File: config.mk
export PLATFORM = sky130hd
export DESIGN_NAME = pc_sequencer
export DESIGN_NICKNAME = d
export VERILOG_FILES = /design/src/rtl/pc_sequencer.sv
export SDC_FILE = /design/constraint.sdc
export NUM_CORES = 1
export LEC_CHECK = 0
export CORE_MARGIN = 2
export CORE_UTILIZATION = 40
export DETAILED_ROUTE_END_ITERATION = 7
export PLACE_DENSITY_LB_ADDON = 0.05
export SETUP_SLACK_MARGIN = 0.3
export SLEW_MARGIN = 10
export SYNTH_ARGS = -nofsm -noshare
export SYNTH_HDL_FRONTEND = slang
export SYNTH_SLANG_ARGS = --single-unit
File: constraint.sdc
create_clock -name clk -period 3.67 [get_ports clk]
set_clock_uncertainty 0.05 [all_clocks]
set_input_delay 0.9175 -clock clk [delete_from_list [all_inputs] [get_ports clk]]
set_output_delay 0.9175 -clock clk [all_outputs]
set_load 0.03 [all_outputs]
File: src/rtl/pc_sequencer.sv
// Program-counter sequencer: sequential fetch, conditional/indirect branches,
// stall-deferred redirects and a HALTED state that only reset can leave.
module pc_sequencer #(
  parameter int                 ADDR_W    = 16,
  parameter int                 OFF_W     = 9,
  parameter logic [ADDR_W-1:0]  RESET_VEC = '0
) (
  input  logic              clk,
  input  logic              rst,
  input  logic              stall,
  input  logic              branch_en,
  input  logic              branch_reg,
  input  logic [2:0]        cond,
  input  logic [OFF_W-1:0]  offset,
  input  logic [ADDR_W-1:0] reg_target,
  input  logic              Z,
  input  logic              N,
  input  logic              V,
  input  logic              halt_req,
  output logic [ADDR_W-1:0] pc,
  output logic [ADDR_W-1:0] pc_plus2,
  output logic              taken,
  output logic              flush,
  output logic              halted
);

  typedef enum logic {RUN = 1'b0, HALTED = 1'b1} state_t;

  state_t              state, state_next;
  logic [ADDR_W-1:0]   pc_next;
  logic                pend_valid, pend_valid_next;
  logic [ADDR_W-1:0]   pend_addr, pend_addr_next;
  logic                flush_next;
  logic                cond_true;
  logic [ADDR_W-1:0]   off_ext;
  logic [ADDR_W-1:0]   imm_target;
  logic [ADDR_W-1:0]   target;

  always_comb begin
    cond_true = 1'b0;
    case (cond)
      3'b000:  cond_true = ~Z;
      3'b001:  cond_true = Z;
      3'b010:  cond_true = ~Z & ~N;
      3'b011:  cond_true = N;
      3'b100:  cond_true = Z | ~N;
      3'b101:  cond_true = N | Z;
      3'b110:  cond_true = V;
      default: cond_true = 1'b1;
    endcase
  end

  // Offsets count half-words; all sums wrap modulo 2^ADDR_W.
  assign off_ext    = {{(ADDR_W-OFF_W){offset[OFF_W-1]}}, offset};
  assign pc_plus2   = pc + {{(ADDR_W-2){1'b0}}, 2'b10};
  assign imm_target = pc_plus2 + {off_ext[ADDR_W-2:0], 1'b0};
  assign target     = branch_reg ? reg_target : imm_target;
  assign taken      = branch_en & cond_true & (state == RUN);
  assign halted     = (state == HALTED);

  always_comb begin
    state_next      = state;
    pc_next         = pc;
    pend_valid_next = pend_valid;
    pend_addr_next  = pend_addr;
    flush_next      = 1'b0;
    if (state == RUN) begin
      if (stall) begin
        if (taken && !pend_valid) begin
          pend_valid_next = 1'b1;
          pend_addr_next  = target;
        end
      end else if (pend_valid) begin
        // Deferred redirect has priority over whatever is decoded this cycle.
        pc_next         = pend_addr;
        pend_valid_next = 1'b0;
        flush_next      = 1'b1;
      end else if (halt_req) begin
        state_next = HALTED;
      end else if (taken) begin
        pc_next    = target;
        flush_next = 1'b1;
      end else begin
        pc_next = pc_plus2;
      end
    end
  end

  always_ff @(posedge clk or posedge rst) begin
    if (rst) begin
      state      <= RUN;
      pc         <= RESET_VEC;
      pend_valid <= 1'b0;
      pend_addr  <= '0;
      flush      <= 1'b0;
    end else begin
      state      <= state_next;
      pc         <= pc_next;
      pend_valid <= pend_valid_next;
      pend_addr  <= pend_addr_next;
      flush      <= flush_next;
    end
  end

endmodule
==> impl_metrics.ini <==
[status]
status = complete, no violations

[logic_synthesis]
yosys.area.top_type = dfrtp_1
synth_area_leaders = dfrtp_1 31%, ha_1 7.9%, a21oi_1 4.9%
avgSynthCellArea_um2 = 8.516
ys_seq_area_share_pct = 30.61
ys_warn_count = 0
synth_edf_count = 0
synth_top_area_share_pct = 30.61
synth-seq-cells = 35
synth-async-reset-ratio_pct = 100.0
ys_dominant_reg_cell = dfrtp_1
synth_nets = 392
syn-cell-area_um2 = 2861
synth_cell_type_count = 51
synthCells = 336

[critical_path]
endpoint_kind = primary output
rr_endpoint = pc[15]$_DFFE_PP0P_
r2r-start = pc[8]$_DFFE_PP0P_
critical_path.max_fanout = 4
start_kind = primary input
crit_arrival_ns = 2.35
reg2reg_setup_slack_ns = 0.52
r2r_cells = 11
worstPathRequired_ns = 2.70
path_class = in -> out

[layout]
fin_area_um2 = 3968
final_net_count = 474
antenna_cells = 0
syn_to_final_growth_pct = 38.65
layout-drive-gt1-share_pct = 14.08
layoutNonFillerInstCount = 515
utilization_pct = 57.76

[power_and_ir_drop]
fin_total_pwr_mw = 3.078
pwr-share-seq_pct = 23.1
pwr-share-comb_pct = 65.3
intPower_mw = 1.602
p_clk_share_pct = 11.6
sw_frac_of_total_pct = 47.93
vdd_drop_max_v = 0.0006100
switchingPower_mw = 1.475
p_leak_nw = 1.667
powerDensity_nw_per_um2 = 775.7

[routing]
routed_wirelength_mm = 8.135
initialDrtViolationCount = 129
postRouteAntennaNets = 0
drtPass1Iterations = 4
vias_per_cell = 5.458
vias = 2811
drc_errors = 0
wl_per_cell_um = 15.80

[timing]
setup_viol = 0
drv_slew = 0
hold_violations = 0
relSlewSlack_pct = 35.55
period_needed_ns = 3.313
worstMarginPinSlew_ns = 0.9657
tns_ns = 0
max_freq_mhz = 301.8
grt_setup_unrepaired = true
fin_crit_sh_pct = 90.28

[cts]
cts_sinks = 35
cts.htree.levels = 2
cts_tree = done
cts_root_buf = clkbuf_8
holdBufCountCts = 0
cts.clk_slew.worst_paths_ns = 0.08
clkLatencyLatePin_ns = 0.29
cts_buffers = 5
clock_path_buffers = 2

[global_route]
grt_pass1_wl_mm = 12.97
grt_usage_pct = 21.49
antenna_found_initial = 0
gr-total-overflow = 0
grt_max_degree = 36
grt_pass1_vias = 2687

[floorplanning]
die_h_um = 88.58
start_util_pct = 41.66
coreArea_um2 = 6869
dieArea_um2 = 7846
die_w_um = 88.58
pin_count = 72
fp-row-count = 30

[place]
io_buffers = 71
placed_area_um2 = 3827
dp_hpwl_mm = 6.235
gp_congestion = 0.8490
dp.cells = 506

[worst_hold_path]
min_from = pend_addr[0]$_DFFE_PP0P_
hold_class = reg -> reg
worstHoldPathCells = 2
min_to = pend_addr[0]$_DFFE_PP0P_

[run]
max_cap_violations = 0
-- registers in the layout, summed over array words and instances, names as in the netlist --
signal and count:
flush 1, halted 1, pc 16, pend_addr 16
pend_valid 1
-- cells in the final DEF, fill, tap and decap left out, types with 5 or more instances in the layout --
cell / count
a211oi_1: 7
clkbuf_8: 5
xor2_1: 6
dfrtp_1: 30
mux2_2: 6
nor3_1: 7
a21oi_1: 28
clkdlybuf4s50_1: 60
o21a_1: 8
o21ai_0: 27
nand3_1: 8
dlygate4sd2_1: 9
nand2b_1: 6
nor2b_1: 7
mux2i_1: 11
nor2_1: 21
nand2_1: 28
dfrtp_2: 5
inv_1: 13
xnor2_1: 12
ha_1: 17
buf_4: 22
-- cells by family after synthesis --
logic type      share of synthesized area [%]
simple gates                            17.66
fa+ha+maj                               8.570
compound gates                          25.32
xor+xnor                                6.734
mux                                     6.602
buf+inv                                 4.504
flops                                   30.61
-- critical path, cell delays in order --
cell and delay [ns]:
clkdlybuf4s50_1 0.44, or3b_1 0.38, a311oi_2 0.33, a2111oi_4 0.10, buf_4 0.18
-- cells in the mapped netlist, types with 3 or more instances --
library cell and n:
nor3_1 7, xor2_1 9, a21o_1 3, clkbuf_1 13, o22ai_1 3, ha_1 18
o211ai_1 4, mux2_2 6, mux2i_1 11, a21oi_1 28, o21a_1 8, dfrtp_1 35
nor2b_1 8, a31oi_1 3, xnor2_1 13, a211o_1 3, o21ai_0 28, nand3_1 9
nand2_1 28, nand2b_1 6, a211oi_1 7, nand4_1 3, nor2_1 23, o31ai_1 4
inv_1 13, and2_1 4, nor4_1 4, nor3b_1 3
-- routing by layer --
layer  wire (um)  track usage [%]
met3         302            3.078
met1        3716            28.34
met5           0                0
met2        3905            36.57
met4         211            6.612
-- through the flow --
stage	hold slack, ns	setup slack, ns
floorplan	0.3912	0.3182
global placement	0.4155	-0.09360
detailed placement	0.4220	-0.1998
CTS	0.4395	0.1524
global route	0.4626	0.2743
finish	0.4422	0.3568
-- layout make-up --
cell class | count | area, um2
multi-input combinational | 271 | 1947
timing repair buffer | 92 | 857.1
clock inverter | 3 | 43.79
clock buffer | 5 | 68.82
tap | 96 | 120.1
fill | 654 | 2902
sequential | 35 | 882.1
inverter | 13 | 48.80
-- power by group through the flow --
| stage | registers, mW | clock network [mW] | logic (mW) |
|---|---|---|---|
| after floorplan | 0.827 | 0 | 1.18 |
| after global placement | 0.714 | 0 | 2.00 |
| after detailed placement | 0.716 | 0 | 2.02 |
| after CTS | 0.709 | 0.359 | 2.00 |
| after global routing | 0.735 | 0.376 | 2.21 |
| final | 0.710 | 0.357 | 2.01 |
-- worst max-delay path by stage --
stage,from,end,slack (ns),cells after the start
final,Z,taken,0.36,5
after global routing,pc[1]$_DFFE_PP0P_,pc_plus2[13],0.27,6
after CTS,pc[1]$_DFFE_PP0P_,pc_plus2[15],0.15,6
after global placement,offset[0],pend_addr[13]$_DFFE_PP0P_,-0.09,11
after floorplan,pc[1]$_DFFE_PP0P_,pend_addr[13]$_DFFE_PP0P_,0.32,11
after detailed placement,offset[0],pend_addr[13]$_DFFE_PP0P_,-0.20,11
-- timing repair --
item | CTS | global route
setup endpoints to repair | 10 | 10
setup buffers | 0 | 1
pin swaps | 1 | 6
gates resized for setup | 10 | 9
Power figures use the tool's default switching activity.
